File: src/rtl/multicycle_ctrl_if.sv
// Decoder, datapath and memory-port signals of the multi-cycle controller.
// The master drives decoder and memory inputs; the slave is the controller.
interface multicycle_ctrl_if #(
  parameter int CNT_W = 32
);
  logic             RegWrite_i;
  logic [1:0]       ResultSrc_i;
  logic             MemWrite_i;
  logic             Jump_i;
  logic             Branch_i;
  logic             illegal_i;
  logic             branch_taken_i;
  logic             mem_ready_i;
  logic             mem_req_o;
  logic             mem_we_o;
  logic             AdrSrc_o;
  logic             IRWrite_o;
  logic             PCWrite_o;
  logic             PCSrc_o;
  logic             RegWriteEn_o;
  logic             retire_o;
  logic             halt_o;
  logic [1:0]       trap_cause_o;
  logic [2:0]       state_o;
  logic [CNT_W-1:0] instret_o;

  modport master (
    output RegWrite_i, ResultSrc_i, MemWrite_i, Jump_i, Branch_i, illegal_i,
           branch_taken_i, mem_ready_i,
    input  mem_req_o, mem_we_o, AdrSrc_o, IRWrite_o, PCWrite_o, PCSrc_o,
           RegWriteEn_o, retire_o, halt_o, trap_cause_o, state_o, instret_o
  );

  modport slave (
    input  RegWrite_i, ResultSrc_i, MemWrite_i, Jump_i, Branch_i, illegal_i,
           branch_taken_i, mem_ready_i,
    output mem_req_o, mem_we_o, AdrSrc_o, IRWrite_o, PCWrite_o, PCSrc_o,
           RegWriteEn_o, retire_o, halt_o, trap_cause_o, state_o, instret_o
  );
endinterface

File: src/rtl/multicycle_ctrl.sv
// RV32I multi-cycle sequencer: shared memory-port handshake, bus watchdog,
// retirement counting and trap/halt reporting.
module multicycle_ctrl #(
  parameter int MEM_TIMEOUT = 16,
  parameter int CNT_W       = 32
) (
  input  logic             clk_i,
  input  logic             rst_i,
  multicycle_ctrl_if.slave bus
);
  localparam logic [1:0] RESSRC_MEM = 2'b01;
  localparam int WD_W = $clog2(MEM_TIMEOUT + 2);
  localparam logic [WD_W-1:0] WD_LAST = (MEM_TIMEOUT == 0) ? '0 : WD_W'(MEM_TIMEOUT - 1);

  typedef enum logic [2:0] {
    S_FETCH  = 3'd0,
    S_DECODE = 3'd1,
    S_EXEC   = 3'd2,
    S_MEM    = 3'd3,
    S_WB     = 3'd4,
    S_TRAP   = 3'd7
  } state_t;

  state_t           state;
  logic [WD_W-1:0]  wd;
  logic [1:0]       cause;
  logic [CNT_W-1:0] instret;

  logic mem_req, mem_we, adr_src, ir_write, pc_write, pc_src, reg_we, retire;
  logic is_ls, wd_expire;

  assign is_ls     = (bus.ResultSrc_i == RESSRC_MEM) || bus.MemWrite_i;
  assign wd_expire = (MEM_TIMEOUT != 0) && !bus.mem_ready_i && (wd == WD_LAST);

  // Enables follow the same-cycle inputs; reset forces every one low at once,
  // so an in-flight request is dropped without waiting for a clock edge.
  always_comb begin
    mem_req  = 1'b0;
    mem_we   = 1'b0;
    adr_src  = 1'b0;
    ir_write = 1'b0;
    pc_write = 1'b0;
    pc_src   = 1'b0;
    reg_we   = 1'b0;
    retire   = 1'b0;
    if (!rst_i) begin
      case (state)
        S_FETCH: begin
          mem_req  = 1'b1;
          ir_write = bus.mem_ready_i;
        end
        S_EXEC: begin
          if (bus.Jump_i) begin
            pc_write = 1'b1;
            pc_src   = 1'b1;
            reg_we   = bus.RegWrite_i;
            retire   = 1'b1;
          end else if (bus.Branch_i) begin
            pc_write = 1'b1;
            pc_src   = bus.branch_taken_i;
            retire   = 1'b1;
          end
        end
        S_MEM: begin
          mem_req = 1'b1;
          adr_src = 1'b1;
          mem_we  = bus.MemWrite_i;
          if (bus.mem_ready_i && bus.MemWrite_i) begin
            pc_write = 1'b1;
            retire   = 1'b1;
          end
        end
        S_WB: begin
          reg_we   = bus.RegWrite_i;
          pc_write = 1'b1;
          retire   = 1'b1;
        end
        default: ;
      endcase
    end
  end

  always_ff @(posedge clk_i or posedge rst_i) begin
    if (rst_i) begin
      state   <= S_FETCH;
      wd      <= '0;
      cause   <= 2'b00;
      instret <= '0;
    end else begin
      if (retire) instret <= instret + 1'b1;
      case (state)
        S_FETCH, S_MEM: begin
          if (bus.mem_ready_i) begin
            wd <= '0;
            if (state == S_FETCH)       state <= S_DECODE;
            else if (bus.MemWrite_i)    state <= S_FETCH;
            else                        state <= S_WB;
          end else if (wd_expire) begin
            wd    <= '0;
            cause <= 2'b10;
            state <= S_TRAP;
          end else if (MEM_TIMEOUT != 0) begin
            wd <= wd + 1'b1;
          end
        end
        S_DECODE: begin
          if (bus.illegal_i) begin
            cause <= 2'b01;
            state <= S_TRAP;
          end else begin
            state <= S_EXEC;
          end
        end
        S_EXEC: begin
          if (bus.Jump_i || bus.Branch_i) state <= S_FETCH;
          else if (is_ls)                 state <= S_MEM;
          else                            state <= S_WB;
        end
        S_WB:    state <= S_FETCH;
        S_TRAP:  state <= S_TRAP;
        default: state <= S_FETCH;
      endcase
    end
  end

  assign bus.mem_req_o    = mem_req;
  assign bus.mem_we_o     = mem_we;
  assign bus.AdrSrc_o     = adr_src;
  assign bus.IRWrite_o    = ir_write;
  assign bus.PCWrite_o    = pc_write;
  assign bus.PCSrc_o      = pc_src;
  assign bus.RegWriteEn_o = reg_we;
  assign bus.retire_o     = retire;
  assign bus.halt_o       = (state == S_TRAP);
  assign bus.trap_cause_o = cause;
  assign bus.state_o      = state;
  assign bus.instret_o    = instret;
endmodule

File: src/flat_wrapper.sv
// flat-port wrapper written by rule: the top's interface ports become plain ports
module multicycle_ctrl_flat 
#(
  parameter int MEM_TIMEOUT = 16,
  parameter int CNT_W       = 32
)
  (clk_i, rst_i, bus_RegWrite_i, bus_ResultSrc_i, bus_MemWrite_i, bus_Jump_i, bus_Branch_i, bus_illegal_i, bus_branch_taken_i, bus_mem_ready_i, bus_mem_req_o, bus_mem_we_o, bus_AdrSrc_o, bus_IRWrite_o, bus_PCWrite_o, bus_PCSrc_o, bus_RegWriteEn_o, bus_retire_o, bus_halt_o, bus_trap_cause_o, bus_state_o, bus_instret_o);
  multicycle_ctrl_if #(.CNT_W(CNT_W)) bus_i ();
  input  logic clk_i;
  input  logic rst_i;
  input wire logic [$bits(bus_i.RegWrite_i)-1:0] bus_RegWrite_i;
  input wire logic [$bits(bus_i.ResultSrc_i)-1:0] bus_ResultSrc_i;
  input wire logic [$bits(bus_i.MemWrite_i)-1:0] bus_MemWrite_i;
  input wire logic [$bits(bus_i.Jump_i)-1:0] bus_Jump_i;
  input wire logic [$bits(bus_i.Branch_i)-1:0] bus_Branch_i;
  input wire logic [$bits(bus_i.illegal_i)-1:0] bus_illegal_i;
  input wire logic [$bits(bus_i.branch_taken_i)-1:0] bus_branch_taken_i;
  input wire logic [$bits(bus_i.mem_ready_i)-1:0] bus_mem_ready_i;
  output wire logic [$bits(bus_i.mem_req_o)-1:0] bus_mem_req_o;
  output wire logic [$bits(bus_i.mem_we_o)-1:0] bus_mem_we_o;
  output wire logic [$bits(bus_i.AdrSrc_o)-1:0] bus_AdrSrc_o;
  output wire logic [$bits(bus_i.IRWrite_o)-1:0] bus_IRWrite_o;
  output wire logic [$bits(bus_i.PCWrite_o)-1:0] bus_PCWrite_o;
  output wire logic [$bits(bus_i.PCSrc_o)-1:0] bus_PCSrc_o;
  output wire logic [$bits(bus_i.RegWriteEn_o)-1:0] bus_RegWriteEn_o;
  output wire logic [$bits(bus_i.retire_o)-1:0] bus_retire_o;
  output wire logic [$bits(bus_i.halt_o)-1:0] bus_halt_o;
  output wire logic [$bits(bus_i.trap_cause_o)-1:0] bus_trap_cause_o;
  output wire logic [$bits(bus_i.state_o)-1:0] bus_state_o;
  output wire logic [$bits(bus_i.instret_o)-1:0] bus_instret_o;
  assign bus_i.RegWrite_i = bus_RegWrite_i;
  assign bus_i.ResultSrc_i = bus_ResultSrc_i;
  assign bus_i.MemWrite_i = bus_MemWrite_i;
  assign bus_i.Jump_i = bus_Jump_i;
  assign bus_i.Branch_i = bus_Branch_i;
  assign bus_i.illegal_i = bus_illegal_i;
  assign bus_i.branch_taken_i = bus_branch_taken_i;
  assign bus_i.mem_ready_i = bus_mem_ready_i;
  assign bus_mem_req_o = bus_i.mem_req_o;
  assign bus_mem_we_o = bus_i.mem_we_o;
  assign bus_AdrSrc_o = bus_i.AdrSrc_o;
  assign bus_IRWrite_o = bus_i.IRWrite_o;
  assign bus_PCWrite_o = bus_i.PCWrite_o;
  assign bus_PCSrc_o = bus_i.PCSrc_o;
  assign bus_RegWriteEn_o = bus_i.RegWriteEn_o;
  assign bus_retire_o = bus_i.retire_o;
  assign bus_halt_o = bus_i.halt_o;
  assign bus_trap_cause_o = bus_i.trap_cause_o;
  assign bus_state_o = bus_i.state_o;
  assign bus_instret_o = bus_i.instret_o;
  multicycle_ctrl #(.MEM_TIMEOUT(MEM_TIMEOUT), .CNT_W(CNT_W)) u_core (.clk_i(clk_i), .rst_i(rst_i), .bus(bus_i));
endmodule
File: config.mk
export PLATFORM = sky130hd
export DESIGN_NAME = multicycle_ctrl_flat
export DESIGN_NICKNAME = d
export VERILOG_FILES = /design/src/rtl/multicycle_ctrl_if.sv /design/src/rtl/multicycle_ctrl.sv /design/src/flat_wrapper.sv
export SDC_FILE = /design/constraint.sdc
export NUM_CORES = 1
export LEC_CHECK = 0
export ABC_CLOCK_PERIOD_IN_PS = 4600
export BUFFER_PORTS_ARGS = -buffer_cell sky130_fd_sc_hd__buf_2
export CORE_ASPECT_RATIO = 2
export CORE_UTILIZATION = 59
export CTS_BUF_LIST = sky130_fd_sc_hd__clkbuf_8
export DETAILED_ROUTE_END_ITERATION = 8
export PLACE_DENSITY = 0.87
export SLEW_MARGIN = 20
export SYNTH_ARGS = -nofsm -noshare
export SYNTH_HDL_FRONTEND = slang
export SYNTH_SLANG_ARGS = --single-unit
File: constraint.sdc
create_clock -name clk_i -period 4.6 [get_ports clk_i]
set_clock_uncertainty 0.05 [all_clocks]
set_input_delay 0.92 -clock clk_i [delete_from_list [all_inputs] [get_ports clk_i]]
set_output_delay 0.92 -clock clk_i [all_outputs]
set_load 0.05 [all_outputs]
Yosys cells after proc, flatten, opt, wreduce, memory -nomap -nowiden. Index checks and enable logic that the tools add are counted.

Bits in registers: 42. Output and inout bits: 46. Input port bits: 11.

Add/subtract/negate cells: 2. Reductions and logical operators: 9. Equal/unequal tests: 11. Multiplexer cells: 34.

Operators with widths (number): adder 32 x 1 -> 32 bit (second input constant) (1); 2-to-1 mux 3 bit (7); 2-to-1 mux 1 bit (18); case mux 3 bit (4 select lines) (1); 2-to-1 mux 5 bit (2); == test 3 x 2 -> 1 bit (second input constant) (2); == test 3 bit (second input constant) (2); 2-to-1 mux 2 bit (3); adder 5 x 1 -> 5 bit (second input constant) (1); == test 5 x 4 -> 1 bit (second input constant) (1); inequality test 2 bit (second input constant) (2); case mux 2 bit (2 select lines) (1); AND reduction 4 bit (1); == test 3 x 1 -> 1 bit (second input constant) (1); zero test 3 bit (1); inequality test 3 x 1 -> 1 bit (second input constant) (1); case mux 1 bit (3 select lines) (1); == test 2 x 1 -> 1 bit (second input constant) (1); logical AND 1 bit (2); logical OR 1 bit (2); inequality test 2 x 1 -> 1 bit (second input constant) (1); case mux 1 bit (2 select lines) (1); nonzero test 2 bit (1); OR reduction 2 bit (1); zero test 1 bit (1).

Logic depth before layout (Yosys ltp). Gate-level depths: netlist of the first run.

Depth in word-level cells: 5. Gate-level depth with buffers: 8.

Worst setup path before layout of the first run. Ideal clock, no wire load.

Path kind: input to output. From: input port bus_mem_ready_i. To: output port bus_IRWrite_o. Path buffers: 1. Stages on the path: 3. Arrival time: 2402 ps. Setup slack: 1228 ps. Path through: buf_2 nor2b_1 nor3b_1.

Longest elaborated chain between the ends: 2.

Ends and longest elaborated chain: start: declaration (RTL line flat_wrapper.sv:18) `input wire logic [$bits(bus_i.mem_ready_i)-1:0] bus_mem_ready_i;`; 2-to-1 mux 1 bit (RTL line multicycle_ctrl.sv:47) `case (state)`; 2-to-1 mux 1 bit (RTL line multicycle_ctrl.sv:46) `if (!rst_i) begin`; end: declaration (RTL line flat_wrapper.sv:22) `output wire logic [$bits(bus_i.IRWrite_o)-1:0] bus_IRWrite_o;`.

No other way between the ends.

Worst setup path in the final report of the first run.
From: input port bus_Branch_i. To: output port bus_retire_o.

Longest elaborated chain between the ends: 4.

Ends and longest elaborated chain: start: declaration (RTL line flat_wrapper.sv:15) `input wire logic [$bits(bus_i.Branch_i)-1:0] bus_Branch_i;`; 2-to-1 mux 1 bit (RTL line multicycle_ctrl.sv:58) `end else if (bus.Branch_i) begin`; 2-to-1 mux 1 bit (RTL line multicycle_ctrl.sv:53) `if (bus.Jump_i) begin`; case mux 1 bit (3 select lines) (RTL line multicycle_ctrl.sv:47); 2-to-1 mux 1 bit (RTL line multicycle_ctrl.sv:46); end: declaration (RTL line flat_wrapper.sv:26) `output wire logic [$bits(bus_i.retire_o)-1:0] bus_retire_o;`.

No other way between the ends.

==> results of run 1 <==
-- flip-flops by register name (all words and copies together), names as in the netlist --
signal,cells
u_core.bus.instret_o,32
u_core.bus.state_o,3
u_core.bus.trap_cause_o,2
u_core.wd,5
-- area by class of cell --
type                       instances  area (sq um)
clock inverter                     3          40.0
multi-input combinational        164          1100
sequential                        42          1050
clock buffer                       5          68.8
inverter                           7          26.3
timing repair buffer              58           295
tap                               49          61.3
fill                             307           968
-- through the flow --
step | worst slack (ps) | total power, W
global route | 1530 | 0.00137
floorplan | 1230 | 0.000923
detailed placement | 1590 | 0.00102
global placement | 1610 | 0.00101
CTS | 1580 | 0.00131
finish | 1580 | 0.00130
-- routing by layer --
layer | track usage (%) | share of wire, %
met5 | 0 | 0
met4 | 12.7 | 1.9
met3 | 5.45 | 3.2
met2 | 48.7 | 57
met1 | 30.1 | 38
-- worst max-delay path, stage by stage --
cell and delay [ps]:
buf_2 110, or2_2 310, a21oi_2 210, o22ai_1 100, buf_4 180, buf_2 220
-- final timing paths --
kind | to | slack, ps | cells past startpoint
setup / recovery | bus_retire_o | 1580 | 6
hold / removal | u_core.bus.instret_o[28] | 430 | 1
max in group asynchronous | u_core.bus.instret_o[9] | 3210 | 3
setup reg to reg | u_core.bus.instret_o[14] | 2360 | 4
hold reg to reg | u_core.bus.instret_o[28] | 430 | 1
min in group asynchronous | u_core.bus.state_o[1] | 680 | 2
-- placed cells by master (no fill, tap or decap), types with 2 or more instances in the layout --
cell and instances:
o21ai_0 9, nand4_1 11, and3_1 5, nand2b_1 2
and2_1 4, o21a_1 3, nand3_1 10, nor3_2 4
nor2_1 14, nor2b_1 4, dfrtp_1 42, or3_1 2
nor3_1 5, clkbuf_8 5, clkinv_2 2, buf_2 56
ha_1 2, buf_4 2, nand2_1 25, and4_1 5
a21oi_1 8, xnor2_1 21, xor2_1 12, inv_1 6
-- kinds of logic after synthesis --
kind of cell	Yosys count
muxes	1
xor gates and xnor gates	33
and+or+nand+nor	101
buffers and inverters	16
AOI/OAI and AO/OA	27
adders and majority gates	2
DFF	42
-- report_power, final --
group	switching (W)	total, W	internal (W)
Sequential	0.0000797	0.000497	0.000418
Combinational	0.000372	0.000517	0.000144
Clock	0.000129	0.000289	0.000160
Total	0.000581	0.00130	0.000722
==> results.tsv, run 1 <==
stage	metric	value	unit
run_status	status	finished clean	
timing	drv_slew	0	
logic_synthesis	syn_area	0.00224	sq mm
drt	first_pass_iters	4	
drt	viasPerCell	5.61	
cts	cts_buffers	5	
logic_synthesis	synth_warnings	0	
layout	drive_above_1_share	28.3	%
timing	worstMarginPinSlew	900	ps
cts	cts_setup_buffers	0	
timing	fin_hold_ws	431	ps
logic_synthesis	postSynthCellCount	222	
critical_path	crit_fanout	12	
drt	wl_per_cell	14.7	microns
layout	diodes	0	
drt	routed_wl	4830	microns
floorplan	ioPinCount	57	
placed_design	gp_congestion	0.767	
layout	area_growth	17.8	%
drt	drt_iter0_markers	42	
power_and_ir_drop	irDropWorstVdd	0.383	mV
layout	final_area	0.00264	sq mm
cts	htreeDepth	2	
grt	grt_pass1_wl	8040	microns
logic_synthesis	synthXorXnorAreaFrac	12.9	%
logic_synthesis	synth_top_area_share	46.9	%
logic_synthesis	synth_top_family_by_area	simple AND/OR/NAND/NOR gates	
cts	path_clk_slew	80	ps
logic_synthesis	synth_top_area_cell	dfrtp_1	
worst_hold_path	hp-start	u_core.bus.instret_o[28]	
logic_synthesis	avgSynthCellArea	10.1	sq um
timing	relSlewSlack	39.6	%
logic_synthesis	synth_cell_types	42	
drt	ant_nets	0	
cts	numClockSinks	42	
layout	fin_util	73.2	%
placed_design	place_area	0.00253	sq mm
logic_synthesis	synth_enable_flop_cells	0	
grt	grt_overflow_total	0	
timing	rsz0062_at_grt	false	
cts	cts_resized	0	
logic_synthesis	synth.most_common_cell	dfrtp_1	
grt	grt_pass1_vias	1773	
grt	grt_use_total	27.5	%
worst_hold_path	worstHoldPathType	flip-flop to flip-flop	
power_and_ir_drop	p_leak	1.36	nW
layout	fin_cells	328	
critical_path	cp-start-kind	primary input	
logic_synthesis	synth_ff_type	dfrtp_1	
floorplan	die-area	0.00406	sq mm
logic_synthesis	synth-simple-area-share	27.0	%
grt	grt_max_degree	29	
drt	dr_total_vias	1840	
timing	hold_violations	0	
placed_design	dp.cells	320	
critical_path	worstSetupEndpointType	output pin	
cts	cts_tree	yes	
placed_design	port_buffers	56	
logic_synthesis	netlist_top_cells_count	42 x dfrtp_1, 25 x nand2_1, 21 x xnor2_1	
floorplan	row_count	31	
critical_path	cp-startpoint	bus_Branch_i	
cts	cts_hold_buf	0	
critical_path	worst_r2r_startpoint	u_core.bus.state_o[0]	
floorplan	start_util	62.1	%
logic_synthesis	synth_nets	235	
critical_path	crit_type	primary input to output pin	
logic_synthesis	async_reset_ff_share	100	%
logic_synthesis	ys_seq_area_share	46.9	%
power_and_ir_drop	cellPowerDensity	494	mW/mm^2
logic_synthesis	yosys-top-cells-area	dfrtp_1 47%, xnor2_1 8.2%, xor2_1 4.7%	
timing	setup_tns	0	ps
layout	nNetsFinal	291	
floorplan	die_y	89.2	microns
timing	fin_crit_sh	65.6	%
critical_path	critical_path_arrival	2050	ps
floorplan	die_w	45.6	microns
drt	route.detailed.drc	0	
logic_synthesis	synth_fa_ha_area_share	1.12	%
timing	setup_violations	0	
logic_synthesis	synth_compound_area_share	7.43	%
run	cap_violations	0	
timing	fin_crit	3020	ps
timing	fmax	331	MHz
logic_synthesis	synth_mux_area_share	0.503	%
critical_path	required	3630	ps
cts	clockBufferDepth	2	
logic_synthesis	ys_ff_latch	42	
cts	clkLatencyLatePin	290	ps
grt	antenna_found_initial	0	
placed_design	dp.final_hpwl	3610	microns
cts	cts_root_buf	clkbuf_8	
floorplan	coreArea	0.00361	sq mm
(Power assumes the default switching activity.)
==> run 2, diff against run 1 <==
- ABC_CLOCK_PERIOD_IN_PS: 4600 -> 3100
- CORE_UTILIZATION: 59 -> 55
- PLACE_DENSITY: 0.87 -> 0.82
- clock period: 4.6 -> 3.1 ns (I/O delays scaled with it)
==> results.tsv, run 2 (synthesis results as in run 1) <==
stage	metric	value	unit	change
timing	setup_tns	0	ps	unchanged
power_and_ir_drop	irDropWorstVdd	0.497	mV	was 0.383 mV
placed_design	dp.final_hpwl	3590	microns	was 3610 microns
critical_path	required	2430	ps	was 3630 ps
power_and_ir_drop	cellPowerDensity	729	mW/mm^2	was 494 mW/mm^2
cts	cts_hold_buf	0		unchanged
layout	largest_reg_flops	32		unchanged
placed_design	place_area	0.00254	sq mm	was 0.00253 sq mm
timing	fin_crit	2480	ps	
floorplan	start_util	57.7	%	was 62.1%
power_and_ir_drop	p_leak	1.36	nW	about the same
grt	grt_overflow_total	0		unchanged
power_and_ir_drop	total_power	0.00193	W	was 0.00130 W
floorplan	die_w	47.1	microns	was 45.6 microns
cts	numClockSinks	42		unchanged
power_and_ir_drop	comb_power_share	39.4	%	was 39.7%
placed_design	dp.cells	323		was 320
drt	wl_per_cell	14.4	microns	was 14.7 microns
timing	fmax	403	MHz	
drt	drt_iter0_markers	24		was 42
timing	rsz0062_at_grt	false		unchanged
layout	layout_common_cells	56 x buf_2, 42 x dfrtp_1, 25 x nand2_1		unchanged
power_and_ir_drop	internal_power	0.00107	W	was 0.000722 W
grt	grt_pass1_vias	1640		was 1773
critical_path	critical_path_arrival	1810	ps	was 2050 ps
placed_design	gp_congestion	0.915		was 0.767
power_and_ir_drop	p_seq_share	38.4	%	was 38.2%
cts	cts_setup_buffers	0		unchanged
cts	cts_tree	yes		unchanged
floorplan	ioPinCount	57		unchanged
power_and_ir_drop	swShare	44.5	%	was 44.6%
timing	worstMarginPinSlew	546	ps	was 900 ps
grt	antenna_found_initial	0		unchanged
power_and_ir_drop	power_switching	0.000860	W	was 0.000581 W
cts	clockBufferDepth	2		unchanged
timing	hold_violations	0		unchanged
drt	ant_nets	0		unchanged
timing	fin_hold_ws	281	ps	was 431 ps
grt	grt_use_met3	5.12	%	was 5.45%
layout	area_growth	18.3	%	was 17.8%
cts	cts_resized	0		unchanged
drt	route.detailed.drc	0		unchanged
critical_path	crit_type	flip-flop to output pin		was primary input to output pin
cts	path_clk_slew	80	ps	about the same
grt	grt_pass1_wl	7640	microns	was 8040 microns
layout	drive_above_1_share	27.9	%	was 28.3%
cts	clkLatencyLatePin	300	ps	was 290 ps
cts	cts_buffers	5		unchanged
run_status	status	finished clean		unchanged
drt	routed_wl	4770	microns	was 4830 microns
timing	drv_slew	0		unchanged
layout	final_area	0.00265	sq mm	was 0.00264 sq mm
grt	busiest_layer	met2		unchanged
floorplan	die-area	0.00435	sq mm	was 0.00406 sq mm
placed_design	port_buffers	56		unchanged
floorplan	coreArea	0.00388	sq mm	was 0.00361 sq mm
timing	setup_violations	0		unchanged
layout	diodes	0		unchanged
critical_path	crit_fanout	12		unchanged
cts	cts_root_buf	clkbuf_8		unchanged
floorplan	row_count	32		was 31
critical_path	cp-start-kind	flip-flop		was primary input
grt	grt_use_total	24.7	%	was 27.5%
critical_path	worstSetupEndpointType	output pin		unchanged
run	cap_violations	0		unchanged
grt	grt_max_degree	34		was 29
layout	fin_cells	331		was 328
floorplan	die_y	92.3	microns	was 89.2 microns
power_and_ir_drop	power.share.clock	22.2	%	about the same
grt	grtUsageMet1	27.8	%	was 30.1%
grt	grt_util_met2	41.4	%	was 48.7%
drt	dr_total_vias	1825		was 1840
drt	first_pass_iters	4		unchanged
layout	nNetsFinal	292		was 291
layout	final_common_cell	buf_2		unchanged
drt	viasPerCell	5.51		was 5.61
worst_hold_path	worstHoldPathType	primary input to async pin		was flip-flop to flip-flop
timing	relSlewSlack	63.6	%	was 39.6%
cts	htreeDepth	2		unchanged
timing	fin_crit_sh	80.0	%	
run 2: changes by cell type in the layout (fill, tap and decap cells not counted):
cell and delta:
inv_1 +2, clkinv_2 -2, inv_2 -1, buf_4 +1, clkinvlp_4 +1
run 2: routing by layer:
metal,vias to the layer above,part of all wire (%)
li1,881,-
met1,902,39
met2,35,56
met3,7,3.0
met4,0,2.1
met5,-,0
run 2: path summary, 6_finish.rpt:
kind	startpoint	to	slack (ps)	depth (start not counted)
setup reg to reg	u_core.bus.state_o[1]	u_core.bus.instret_o[15]	1110	5
hold / removal	rst_i	u_core.bus.instret_o[17]	280	2
min in group clk_i	u_core.bus.instret_o[31]	u_core.bus.instret_o[31]	430	1
hold reg to reg	u_core.bus.instret_o[31]	u_core.bus.instret_o[31]	430	1
max in group asynchronous	rst_i	u_core.bus.instret_o[7]	1970	3
setup / recovery	u_core.bus.state_o[1]	bus_retire_o	620	4
run 2: power groups by stage:
stage | sequential (W) | clock [W] | combinational [W]
after CTS | 0.000740 | 0.000444 | 0.000767
after detailed placement | 0.000750 | 0 | 0.000765
after global routing | 0.000754 | 0.000464 | 0.000826
after floorplan | 0.000890 | 0 | 0.000479
final | 0.000742 | 0.000430 | 0.000760
after global placement | 0.000745 | 0 | 0.000757
run 2: through the flow:
| step | worst slack [ps] | util [%] |
|---|---|---|
| 6_report | 619 | 68.2 |
| 5_1_grt | 507 | 68.2 |
| 4_1_cts | 599 | 68.2 |
| 3_5_place_dp | 771 | 65.4 |
| 3_3_place_gp | 772 | 65.4 |
| 2_1_floorplan | 149 | - |
run 2: final cells by class:
class / instances / area, sq um
Fill cell: 332 / 1230
Multi-Input combinational cell: 164 / 1100
Sequential cell: 42 / 1050
Timing Repair Buffer: 59 / 303
Clock buffer: 5 / 68.8
Tap cell: 51 / 63.8
Clock inverter: 3 / 41.3
Inverter: 7 / 26.3
run 2: worst max-delay path, cell delays in order (launching register included):
cell and delay [ps]:
dfrtp_1 610, and2b_1 220, a21oi_2 80, o22ai_1 270, buf_2 330
